File: config.mk
export PLATFORM = sky130hd
export DESIGN_NAME = servo_frame_seq
export DESIGN_NICKNAME = d
export VERILOG_FILES = /design/src/rtl/servo_frame_seq.sv
export SDC_FILE = /design/constraint.sdc
export NUM_CORES = 1
export LEC_CHECK = 0
export BUFFER_PORTS_ARGS = -buffer_cell sky130_fd_sc_hd__buf_4
export CAP_MARGIN = 15
export CORE_MARGIN = 4
export CORE_UTILIZATION = 45
export CTS_BUF_LIST = sky130_fd_sc_hd__clkbuf_8
export DETAILED_ROUTE_END_ITERATION = 8
export HOLD_SLACK_MARGIN = 0.02
export PLACE_DENSITY_LB_ADDON = 0.12
export SYNTH_ARGS = -nofsm -noshare
export SYNTH_HDL_FRONTEND = slang
export SYNTH_SLANG_ARGS = --single-unit
File: constraint.sdc
create_clock -name sys_clk -period 2.5 [get_ports sys_clk]
set_input_delay 0.375 -clock sys_clk [delete_from_list [all_inputs] [get_ports sys_clk]]
set_output_delay 0.375 -clock sys_clk [all_outputs]
set_load 0.05 [all_outputs]
File: src/rtl/servo_frame_seq.sv
// ASCII servo command sequencer: snapshots channel pulse widths and a move time, then streams
// "#<ID3>P<PWM4>T<TIME4>!" per enabled channel. Define SERVO_GROUP_FRAME_EN to wrap a scan in '{' '}'.
module servo_frame_seq #(
    parameter int unsigned NUM_CH  = 4,
    parameter int unsigned ID_BASE = 0,
    parameter int unsigned PWM_W   = 12,
    parameter int unsigned TIME_W  = 14,
    parameter int unsigned PWM_MIN = 500,
    parameter int unsigned PWM_MAX = 2500,
    localparam int unsigned CH_W   = (NUM_CH > 1) ? $clog2(NUM_CH) : 1
) (
    input  logic                    sys_clk,
    input  logic                    sys_rst,
    input  logic                    start,
    input  logic [NUM_CH-1:0]       ch_en,
    input  logic [NUM_CH*PWM_W-1:0] pwm_in,
    input  logic [TIME_W-1:0]       time_in,
    output logic [7:0]              tx_data,
    output logic                    tx_valid,
    input  logic                    tx_ready,
    output logic                    busy,
    output logic [CH_W-1:0]         ch_idx,
    output logic                    seq_done,
    output logic [3:0]              led
);

    localparam int unsigned PTR_W    = $clog2(NUM_CH + 1);
    localparam int unsigned TIME_MAX = 9999;
    localparam logic [7:0]  C_HASH   = 8'h23;
    localparam logic [7:0]  C_P      = 8'h50;
    localparam logic [7:0]  C_T      = 8'h54;
    localparam logic [7:0]  C_BANG   = 8'h21;
    localparam logic [7:0]  C_LBRACE = 8'h7B;
    localparam logic [7:0]  C_RBRACE = 8'h7D;

`ifdef SERVO_GROUP_FRAME_EN
    localparam bit GROUP_EN = 1'b1;
`else
    localparam bit GROUP_EN = 1'b0;
`endif

    typedef enum logic [2:0] {S_IDLE, S_SEEK, S_LOAD, S_CONV, S_SEND, S_DONE} state_t;

    state_t                  r_state;
    logic [NUM_CH-1:0]       r_en;
    logic [NUM_CH*PWM_W-1:0] r_pwm;
    logic [TIME_W-1:0]       r_time;
    logic [PTR_W-1:0]        r_ptr;
    logic [3:0]              r_cnt;
    logic [3:0]              r_bidx;
    logic [31:0]             r_sh_id;
    logic [31:0]             r_sh_pwm;
    logic [31:0]             r_sh_time;
    logic                    r_open;
    logic                    r_close;

    logic                    w_found;
    logic [CH_W-1:0]         w_sel;
    logic [PWM_W-1:0]        w_pwm_raw;
    logic [15:0]             w_pwm_cl;
    logic [15:0]             w_time_cl;
    logic [15:0]             w_id;
    logic [3:0]              w_nidx;
    logic [7:0]              w_next_byte;

    // One shift-add-3 step: upper 16 bits BCD, lower 16 bits binary.
    function automatic logic [31:0] dd_step(input logic [31:0] x);
        logic [31:0] y;
        y = x;
        for (int d = 0; d < 4; d++) begin
            if (y[16+4*d +: 4] >= 4'd5) y[16+4*d +: 4] = y[16+4*d +: 4] + 4'd3;
        end
        return {y[30:0], 1'b0};
    endfunction

    function automatic logic [7:0] dig(input logic [3:0] b);
        return 8'h30 + {4'h0, b};
    endfunction

    // Lowest enabled channel at or above the pointer.
    always_comb begin
        w_found = 1'b0;
        w_sel   = '0;
        for (int i = NUM_CH - 1; i >= 0; i--) begin
            if (r_en[i] && (PTR_W'(i) >= r_ptr)) begin
                w_found = 1'b1;
                w_sel   = CH_W'(i);
            end
        end
    end

    always_comb begin
        w_pwm_raw = r_pwm[32'(ch_idx) * PWM_W +: PWM_W];
        if (32'(w_pwm_raw) < PWM_MIN)      w_pwm_cl = 16'(PWM_MIN);
        else if (32'(w_pwm_raw) > PWM_MAX) w_pwm_cl = 16'(PWM_MAX);
        else                               w_pwm_cl = 16'(w_pwm_raw);
        w_time_cl = (32'(r_time) > TIME_MAX) ? 16'(TIME_MAX) : 16'(r_time);
        w_id      = 16'(ID_BASE + 32'(ch_idx));
    end

    // Byte that follows the one currently on tx_data within a frame.
    always_comb begin
        w_nidx      = r_bidx + 4'd1;
        w_next_byte = 8'h00;
        case (w_nidx)
            4'd1:    w_next_byte = dig(r_sh_id[27:24]);
            4'd2:    w_next_byte = dig(r_sh_id[23:20]);
            4'd3:    w_next_byte = dig(r_sh_id[19:16]);
            4'd4:    w_next_byte = C_P;
            4'd5:    w_next_byte = dig(r_sh_pwm[31:28]);
            4'd6:    w_next_byte = dig(r_sh_pwm[27:24]);
            4'd7:    w_next_byte = dig(r_sh_pwm[23:20]);
            4'd8:    w_next_byte = dig(r_sh_pwm[19:16]);
            4'd9:    w_next_byte = C_T;
            4'd10:   w_next_byte = dig(r_sh_time[31:28]);
            4'd11:   w_next_byte = dig(r_sh_time[27:24]);
            4'd12:   w_next_byte = dig(r_sh_time[23:20]);
            4'd13:   w_next_byte = dig(r_sh_time[19:16]);
            4'd14:   w_next_byte = C_BANG;
            default: w_next_byte = 8'h00;
        endcase
    end

    always_ff @(posedge sys_clk) begin
        if (sys_rst) begin
            r_state   <= S_IDLE;
            tx_data   <= '0;
            tx_valid  <= 1'b0;
            busy      <= 1'b0;
            ch_idx    <= '0;
            seq_done  <= 1'b0;
            led       <= '0;
            r_en      <= '0;
            r_pwm     <= '0;
            r_time    <= '0;
            r_ptr     <= '0;
            r_cnt     <= '0;
            r_bidx    <= '0;
            r_sh_id   <= '0;
            r_sh_pwm  <= '0;
            r_sh_time <= '0;
            r_open    <= 1'b0;
            r_close   <= 1'b0;
        end else begin
            seq_done <= 1'b0;
            case (r_state)
                S_IDLE: begin
                    if (start) begin
                        r_en    <= ch_en;
                        r_pwm   <= pwm_in;
                        r_time  <= time_in;
                        r_ptr   <= '0;
                        r_open  <= GROUP_EN;
                        busy    <= 1'b1;
                        r_state <= S_SEEK;
                    end
                end
                S_SEEK: begin
                    if (w_found) begin
                        ch_idx  <= w_sel;
                        r_state <= S_LOAD;
                    end else if (GROUP_EN && !r_open) begin
                        // At least one frame went out: close the group.
                        tx_data  <= C_RBRACE;
                        tx_valid <= 1'b1;
                        r_close  <= 1'b1;
                        r_state  <= S_SEND;
                    end else begin
                        seq_done <= 1'b1;
                        led      <= led + 4'd1;
                        r_state  <= S_DONE;
                    end
                end
                S_LOAD: begin
                    r_sh_id   <= {16'h0000, w_id};
                    r_sh_pwm  <= {16'h0000, w_pwm_cl};
                    r_sh_time <= {16'h0000, w_time_cl};
                    r_cnt     <= '0;
                    r_state   <= S_CONV;
                end
                S_CONV: begin
                    r_sh_id   <= dd_step(r_sh_id);
                    r_sh_pwm  <= dd_step(r_sh_pwm);
                    r_sh_time <= dd_step(r_sh_time);
                    r_cnt     <= r_cnt + 4'd1;
                    if (r_cnt == 4'd15) begin
                        tx_valid <= 1'b1;
                        tx_data  <= r_open ? C_LBRACE : C_HASH;
                        r_bidx   <= '0;
                        r_state  <= S_SEND;
                    end
                end
                S_SEND: begin
                    if (tx_ready) begin
                        if (r_close) begin
                            tx_valid <= 1'b0;
                            r_close  <= 1'b0;
                            seq_done <= 1'b1;
                            led      <= led + 4'd1;
                            r_state  <= S_DONE;
                        end else if (r_open) begin
                            r_open  <= 1'b0;
                            tx_data <= C_HASH;
                        end else if (r_bidx == 4'd14) begin
                            tx_valid <= 1'b0;
                            r_ptr    <= PTR_W'(ch_idx) + PTR_W'(1);
                            r_state  <= S_SEEK;
                        end else begin
                            r_bidx  <= w_nidx;
                            tx_data <= w_next_byte;
                        end
                    end
                end
                S_DONE: begin
                    busy    <= 1'b0;
                    r_state <= S_IDLE;
                end
                default: r_state <= S_IDLE;
            endcase
        end
    end

endmodule

==> impl_metrics.json, run 1 <==
{
  "yosysUniqueCellTypes": 65,
  "synth_top_area_frac": 0.424,
  "hold_buffers": 0,
  "grt_pass1_vias": 7231,
  "dpl.cell_count": 1390,
  "fillers": 1959,
  "wl_mm": 21.7,
  "syn-cell-area_mm2": 0.00887,
  "swShare": 0.374,
  "grt_pass1_wl_mm": 36.1,
  "fin_hold_ws_ns": 0.126,
  "gp_congestion": 0.894,
  "p_leak_nw": 3.69,
  "rsz0062_at_grt": "false",
  "met1_length_mm": 10.2,
  "grt_antenna_before_repair": 0,
  "synth_top_flop_cell": "dfxtp_1",
  "status": "complete, no violations",
  "critical_path.startpoint": "ch_idx[0]",
  "min-delay-start": "time_in[7]",
  "synth_commonest_cells": "nand2_1, dfxtp_1, a21oi_1",
  "start_util": 0.457,
  "setup_viol": 0,
  "port-buffer-count": 85,
  "crit-reg2reg-launch": "ch_idx[0]",
  "clock_latency_ns": 0.47,
  "cts_buffers": 17,
  "period_needed_ns": 2.26,
  "max_cap_viol_count": 0,
  "syn_avg_cell_area_um2": 8.08,
  "insertedDiodeCount": 0,
  "clk_path_buf_depth": 2,
  "drc": 0,
  "async_reset_ff_frac": 0,
  "synthesis.instances": 1099,
  "maxSlewHeadroom": 0.560,
  "ff2ff_path_depth": 7,
  "ff_latch_area_mm2": 0.00376,
  "area_growth_pct": 14.9,
  "ioPinCount": 87,
  "seq_power_share": 0.463,
  "vias": 7760,
  "synth_area_leaders": "dfxtp_1, nand2_1, a21oi_1, ha_1, nor2_1",
  "regToRegEndpoint": "r_sh_pwm[1]",
  "cp_max_fo": 16,
  "clk_pin_slew_ns": 0.12,
  "wl_met3_um": 908,
  "synth_warnings": 0,
  "multi_input_area_mm2": 0.00466,
  "grt_max_degree": 67,
  "synth_most_common_cell": "nand2_1",
  "clkSinkCount": 188,
  "ctsResizeCount": 0,
  "post_cts_buffers": 0,
  "core_mm2": 0.0194,
  "grt_use_total": 0.199,
  "fp-row-count": 51,
  "worst-endpoint-arrival_ns": 2.67,
  "final_cells": 1422,
  "firstDrtPassIters": 5,
  "wl_met2_mm": 10.2,
  "p_sw_w": 0.00287,
  "die-area_mm2": 0.0220,
  "min_path_type": "in2reg",
  "synth_edf_count": 0,
  "fp.dieH_um": 148,
  "tightest_slew_ns": 0.660,
  "fin_crit_sh": 0.904,
  "avgViaCountPerCell": 5.46,
  "clkPwrFrac": 0.272,
  "maxSlewViolCount": 0,
  "fp.dieW_um": 148,
  "drtIter0Drc": 462,
  "worstPathRequired_ns": 2.91,
  "tritoncts": "built",
  "yosys.area.top_type": "dfxtp_1",
  "finClkSkew_ns": 0.0166,
  "rrSetupSlack_ns": 0.24,
  "synth-seq-area-share": 0.424,
  "fmax_mhz": 442,
  "layout-drive-gt1-share": 0.137,
  "nets": 1245,
  "avgRoutedWirePerCell_um": 15.2,
  "ys_seq_elements": 188,
  "overflow": 0,
  "power.density_mw_per_mm2": 753,
  "finalHoldViolations": 0,
  "crit_end": "r_sh_pwm[1]",
  "cts.htree.levels": 4,
  "startpoint_type": "flop",
  "ant_nets": 0,
  "synth_nets": 1200,
  "highest_layer": "met4",
  "cts-root-buf": "clkbuf_8",
  "p_comb_frac": 0.265,
  "dp.final_hpwl_mm": 14.5,
  "end_kind": "flop",
  "ir_drop_v": 0.000427,
  "p_int_w": 0.00481,
  "crit_type": "reg2reg",
  "fin_setup_tns_ns": 0
}
registers in the layout (all words and copies together), names as in the netlist:
signal,count
r_en,4
ch_idx,2
r_cnt,4
r_time,14
tx_data,7
r_state,3
r_sh_time,32
r_ptr,3
busy,1
r_bidx,4
led,4
seq_done,1
r_sh_id,28
r_sh_pwm,32
tx_valid,1
r_pwm,48
how the worst min path moves through the flow:
| stage | endpoint | slack [ns] | depth (start not counted) |
|---|---|---|---|
| global route | r_pwm[0] | 0.09 | 3 |
| finish | r_time[7] | 0.13 | 3 |
| global placement | r_sh_time[15] | 0.44 | 2 |
| CTS | r_pwm[2] | 0.10 | 3 |
| detailed placement | r_sh_id[11] | 0.45 | 2 |
| floorplan | r_pwm[12] | 0.43 | 2 |
through the flow:
| stage | setup WS [ns] | total power [W] | cell area [µm²] | util |
|---|---|---|---|---|
| floorplan | 0.122 | 0.00501 | 8870 | - |
| global placement | 0.343 | 0.00564 | 9770 | 0.504 |
| detailed placement | 0.273 | 0.00566 | 9770 | 0.504 |
| CTS | 0.237 | 0.00774 | 10200 | 0.526 |
| global route | 0.0803 | 0.00815 | 10200 | 0.526 |
| finish | 0.239 | 0.00767 | 10200 | 0.526 |
metal layers:
layer  track usage  up-vias
li1              -     3944
met1         0.267     3608
met2         0.328      175
met3        0.0387       33
met4        0.0582        0
met5             0        -
worst max-delay path: stages, from the launching register on:
cell      delay [ns]
dfxtp_1         0.39
buf_12          0.18
mux4_1          0.61
and3_1          0.30
a21boi_1        0.17
o22ai_2         0.22
nand3_1         0.14
a211oi_2        0.19
final cells by class:
cell class,instances,area share
flip-flops and latches,188,0.369
clock buffers,17,0.0230
inverters,34,0.0125
repair buffers,107,0.0865
clock inverters,15,0.0187
well taps,265,0.0325
multi-input cells,796,0.458
layout by cell type (no fill, tap or decap), types with 15 or more instances in the layout:
cell type	Yosys	routed
nand2_1	203	202
dfxtp_1	188	187
a21oi_1	151	151
buf_4	1	100
nor2_1	86	86
nand3_1	51	51
o21ai_0	40	40
inv_1	33	33
nor3_1	33	32
ha_1	31	31
a22oi_1	26	26
nand2b_1	17	17
clkbuf_8	0	17
a221oi_1	15	15
xnor2_1	15	15
power groups by stage:
stage | logic (W) | registers (W) | clock network [W]
floorplan | 0.00139 | 0.00362 | 0
global route | 0.00226 | 0.00359 | 0.00229
CTS | 0.00204 | 0.00355 | 0.00214
finish | 0.00203 | 0.00355 | 0.00209
global placement | 0.00203 | 0.00361 | 0
detailed placement | 0.00204 | 0.00362 | 0
cell families after synthesis:
group,share of synthesized area
adder cells (fa/ha/maj),0.0437
multiplexers,0.0382
AO/OA/AOI/OAI,0.212
flip-flops,0.424
XOR/XNOR,0.0257
buffers and inverters,0.0522
AND/OR/NAND/NOR,0.204
other,0.000423
(Power assumes the default switching activity.)
==> inputs of run 2 (changes only) <==
--- a/config.mk
+++ b/config.mk
@@ -8,7 +8,7 @@
 export BUFFER_PORTS_ARGS = -buffer_cell sky130_fd_sc_hd__buf_4
 export CAP_MARGIN = 15
 export CORE_MARGIN = 4
-export CORE_UTILIZATION = 45
+export CORE_UTILIZATION = 25
 export CTS_BUF_LIST = sky130_fd_sc_hd__clkbuf_8
 export DETAILED_ROUTE_END_ITERATION = 8
 export HOLD_SLACK_MARGIN = 0.02
==> impl_metrics.json, run 2 (synthesized netlist as in run 1, its figures left out) <==
{
  "fin_util": 0.299,
  "fp.dieW_um": 196,
  "tightest_slew_ns": 0.708,
  "avgRoutedWirePerCell_um": 15.3,
  "worstPathRequired_ns": 2.88,
  "port-buffer-count": 85,
  "clk_path_buf_depth": 2,
  "grt_max_degree": 68,
  "wl_mm": 24.7,
  "met1_length_mm": 12.4,
  "clkSinkCount": 188,
  "largest_reg_flops": 48,
  "min_path_type": "in2reg",
  "maxSlewViolCount": 0,
  "nets": 1247,
  "core_mm2": 0.0348,
  "end_kind": "flop",
  "rsz0062_at_grt": "false",
  "fp-row-count": 68,
  "wl_met2_mm": 11.4,
  "ioPinCount": 87,
  "setup_viol": 0,
  "fin_setup_tns_ns": 0,
  "gp_congestion": 0.789,
  "maxSlewHeadroom": 0.528,
  "power.density_mw_per_mm2": 733,
  "ctsResizeCount": 0,
  "status": "complete, no violations",
  "grt_antenna_before_repair": 0,
  "dpl.cell_count": 1582,
  "hold_buffers": 0,
  "fp.dieH_um": 196,
  "layout_common_cells": "nand2_1, dfxtp_1, a21oi_1",
  "insertedDiodeCount": 0,
  "tritoncts": "built",
  "clk_pin_slew_ns": 0.12,
  "ir_drop_v": 0.000364,
  "final_cells": 1614,
  "cts-root-buf": "clkbuf_8",
  "dp.final_hpwl_mm": 16.7,
  "firstDrtPassIters": 4,
  "highest_layer": "met4",
  "post_cts_buffers": 0,
  "period_needed_ns": 2.24,
  "drc": 0,
  "die-area_mm2": 0.0386,
  "max_cap_viol_count": 0,
  "clock_latency_ns": 0.50,
  "drtIter0Drc": 353,
  "cp_max_fo": 8,
  "worst-endpoint-arrival_ns": 2.63,
  "cts_buffers": 17,
  "cts.htree.levels": 4,
  "grt_pass1_wl_mm": 40.8,
  "ant_nets": 0,
  "grt_pass1_vias": 7477,
  "wl_met3_um": 754,
  "start_util": 0.255,
  "vias": 7683,
  "area_growth_pct": 17.1,
  "finClkSkew_ns": 0.0316,
  "grt_use_total": 0.129,
  "final_common_cell": "nand2_1",
  "avgViaCountPerCell": 4.76,
  "overflow": 0,
  "fmax_mhz": 446,
  "layout-drive-gt1-share": 0.138,
  "top_register": "r_pwm",
  "fillers": 3768,
  "startpoint_type": "flop",
  "finalHoldViolations": 0,
  "p_leak_nw": 3.68,
  "largest_registers": "r_pwm (48), r_sh_pwm (32), r_sh_time (32)",
  "crit_type": "reg2reg",
  "fin_crit_sh": 0.898
}
==> run 2: cell types whose count changed in the layout (fill, tap and decap cells not counted), sizes merged <==
cell      delta
inv          -2
clkinvlp     +1
clkinv       +1
buf          +2
==> run 2: layer usage <==
layer,vias up,track usage
met2,106,0.206
met4,0,0.0284
li1,3943,-
met3,9,0.0282
met1,3625,0.180
met5,-,0
==> run 2: layout make-up <==
cell class / count / area (µm²) / share of cell area
Clock buffer: 17 / 234 / 0.0225
Inverter: 34 / 128 / 0.0123
Multi-Input combinational cell: 796 / 4660 / 0.449
Clock inverter: 15 / 150 / 0.0144
Sequential cell: 188 / 3760 / 0.362
Tap cell: 455 / 569 / 0.0548
Timing Repair Buffer: 109 / 885 / 0.0851
==> run 2: metrics by stage <==
step	hold slack (ns)	setup slack [ns]	area (µm²)	power (W)
after floorplan	0.432	0.122	8870	0.00501
after global placement	0.441	0.332	10000	0.00574
after detailed placement	0.445	0.307	10000	0.00573
after CTS	0.0682	0.274	10400	0.00779
after global routing	0.0749	0.0691	10400	0.00816
final	0.113	0.256	10400	0.00762
==> run 2: path summary, 6_finish.rpt <==
kind / endpoint / from / cells past startpoint / slack (ns)
worst min-delay path: r_time[11] / time_in[11] / 3 / 0.11
worst max register to register: tx_data[3] / r_bidx[1] / 8 / 0.26
worst max-delay path: tx_data[3] / r_bidx[1] / 8 / 0.26
worst min register to register: r_sh_id[10] / r_sh_id[10] / 2 / 0.46
==> run 2: worst max-delay path, cell delays in order, from the launching register on <==
cell	delay, ns
dfxtp_1	0.49
ha_1	0.38
xnor2_1	0.24
buf_4	0.22
a221oi_1	0.21
nor3_1	0.09
a311o_1	0.28
a21oi_1	0.14
o2bb2ai_1	0.07
==> run 2: report_power, final <==
part / internal, W / leakage [nW] / total (W) / switching [W]
Combinational: 0.000688 / 1.96 / 0.00204 / 0.00135
Sequential: 0.00332 / 1.53 / 0.00356 / 0.000244
Clock: 0.000738 / 0.193 / 0.00202 / 0.00128
Total: 0.00475 / 3.68 / 0.00762 / 0.00287
==> inputs of run 3 (changes only) <==
--- a/config.mk
+++ b/config.mk
@@ -7,7 +7,7 @@
 export LEC_CHECK = 0
 export BUFFER_PORTS_ARGS = -buffer_cell sky130_fd_sc_hd__buf_4
 export CAP_MARGIN = 15
-export CORE_MARGIN = 4
+export CORE_MARGIN = 2
 export CORE_UTILIZATION = 25
 export CTS_BUF_LIST = sky130_fd_sc_hd__clkbuf_8
 export DETAILED_ROUTE_END_ITERATION = 8
==> impl_metrics.json, run 3 (synthesized netlist as in run 1, its figures left out) <==
{
  "fp.dieW_um": 192,
  "worst-endpoint-arrival_ns": 2.60,
  "layout_common_cells": "nand2_1, dfxtp_1, a21oi_1",
  "avgRoutedWirePerCell_um": 15.2,
  "p_int_w": 0.00510,
  "drtIter0Drc": 396,
  "min-delay-start": "time_in[10]",
  "fp-row-count": 69,
  "cts_buffers": 17,
  "final_common_cell": "nand2_1",
  "grt_max_degree": 76,
  "cts.htree.levels": 4,
  "grt_pass1_wl_mm": 40.7,
  "fin_hold_ws_ns": 0.126,
  "finalHoldViolations": 0,
  "crit-reg2reg-launch": "r_bidx[1]",
  "nets": 1253,
  "clock_latency_ns": 0.48,
  "largest_reg_flops": 48,
  "startpoint_type": "flop",
  "power.density_mw_per_mm2": 756,
  "post-place-ws_ns": 0.296,
  "clkSinkCount": 188,
  "seq_power_share": 0.446,
  "vias": 7721,
  "rrSetupSlack_ns": 0.27,
  "critical_path.startpoint": "r_bidx[1]",
  "ir_drop_v": 0.000351,
  "clk_path_buf_depth": 2,
  "min_path_type": "in2reg",
  "largest_registers": "r_pwm (48), r_sh_pwm (32), r_sh_time (32)",
  "fin_setup_tns_ns": 0,
  "firstDrtPassIters": 7,
  "finClkSkew_ns": 0.0182,
  "tritoncts": "built",
  "cts-root-buf": "clkbuf_8",
  "grt_antenna_before_repair": 0,
  "grt_pass1_vias": 7657,
  "start_util": 0.252,
  "p_leak_nw": 3.74,
  "end_kind": "flop",
  "fmax_mhz": 448,
  "fin_crit_sh": 0.893,
  "p_comb_frac": 0.265,
  "maxSlewHeadroom": 0.518,
  "dp.final_hpwl_mm": 16.7,
  "crit_end": "tx_data[3]",
  "post_cts_buffers": 0,
  "core_mm2": 0.0352,
  "hold_buffers": 0,
  "cp_max_fo": 8,
  "fin_area_mm2": 0.0105,
  "finalWorstSetupSlack_ns": 0.266,
  "status": "complete, no violations",
  "period_needed_ns": 2.23,
  "grt_use_total": 0.139,
  "overflow": 0,
  "crit_type": "reg2reg",
  "final_cells": 1626,
  "max_cap_viol_count": 0,
  "drc": 0,
  "gp_congestion": 0.810,
  "ctsResizeCount": 0,
  "ioPinCount": 87,
  "rsz0062_at_grt": "false",
  "fp.dieH_um": 192,
  "maxSlewViolCount": 0,
  "dpl-instance-area_mm2": 0.0101,
  "worstPathRequired_ns": 2.87,
  "layout-drive-gt1-share": 0.142,
  "top_register": "r_pwm",
  "port-buffer-count": 85,
  "avgViaCountPerCell": 4.75,
  "clkPwrFrac": 0.289,
  "setup_viol": 0,
  "regToRegEndpoint": "tx_data[3]",
  "area_growth_pct": 18.6,
  "ff2ff_path_depth": 8,
  "swShare": 0.359,
  "insertedDiodeCount": 0,
  "wl_mm": 24.6,
  "ant_nets": 0,
  "clk_pin_slew_ns": 0.11,
  "tightest_slew_ns": 0.718,
  "die-area_mm2": 0.0370,
  "p_sw_w": 0.00285,
  "dpl.cell_count": 1594
}
==> run 3: cell types whose count changed in the layout (fill, tap and decap cells not counted) <==
cell	before	now
buf_4	103	108
bufinv_16	0	3
clkinv_4	3	0
clkinv_2	2	0
clkinv_8	3	1
inv_8	2	4
buf_12	5	6
clkbuf_8	17	18
inv_1	33	34
==> run 3: routing by layer <==
metal / vias up / global-route usage / routed length [µm]
li1: 3952 / - / -
met4: 0 / 0.0326 / 191
met2: 93 / 0.231 / 11400
met1: 3667 / 0.183 / 12400
met3: 9 / 0.0291 / 662
met5: - / 0 / 0
==> run 3: worst max-delay path, cell delays in order, from the launching register on <==
cell and delay (ns):
dfxtp_1 0.48, ha_1 0.37, xnor2_1 0.17, buf_4 0.20, a221oi_1 0.23, nor3_1 0.09, a311o_1 0.32, a21oi_1 0.18
o2bb2ai_1 0.08
==> run 3: per-stage QoR <==
stage / power [W] / utilization
after floorplan: 0.00501 / -
after global placement: 0.00577 / 0.286
after detailed placement: 0.00577 / 0.286
after CTS: 0.00811 / 0.299
after global routing: 0.00849 / 0.299
final: 0.00796 / 0.299
==> run 3: area by class of cell <==
class | instances | area [µm²]
multi-input cells | 796 | 4660
repair buffers | 115 | 942
inverters | 34 | 128
flip-flops and latches | 188 | 3760
well taps | 461 | 577
clock buffers | 18 | 248
fillers | 3841 | 24700
clock inverters | 14 | 198
==> run 3: power by group through the flow <==
stage	logic (W)	clock network [W]	registers [W]
3_3_place_gp	0.00215	0	0.00362
2_1_floorplan	0.00139	0	0.00362
4_1_cts	0.00215	0.00240	0.00355
6_report	0.00211	0.00230	0.00354
5_1_grt	0.00236	0.00253	0.00360
3_5_place_dp	0.00215	0	0.00362
==> run 3: worst min path at each step <==
stage | endpoint | slack, ns | cells after the start
after global routing | r_time[13] | 0.08 | 3
after CTS | r_time[10] | 0.08 | 3
after floorplan | r_pwm[12] | 0.43 | 2
final | r_time[10] | 0.13 | 3
after global placement | r_sh_time[9] | 0.44 | 2
after detailed placement | r_sh_id[13] | 0.44 | 2
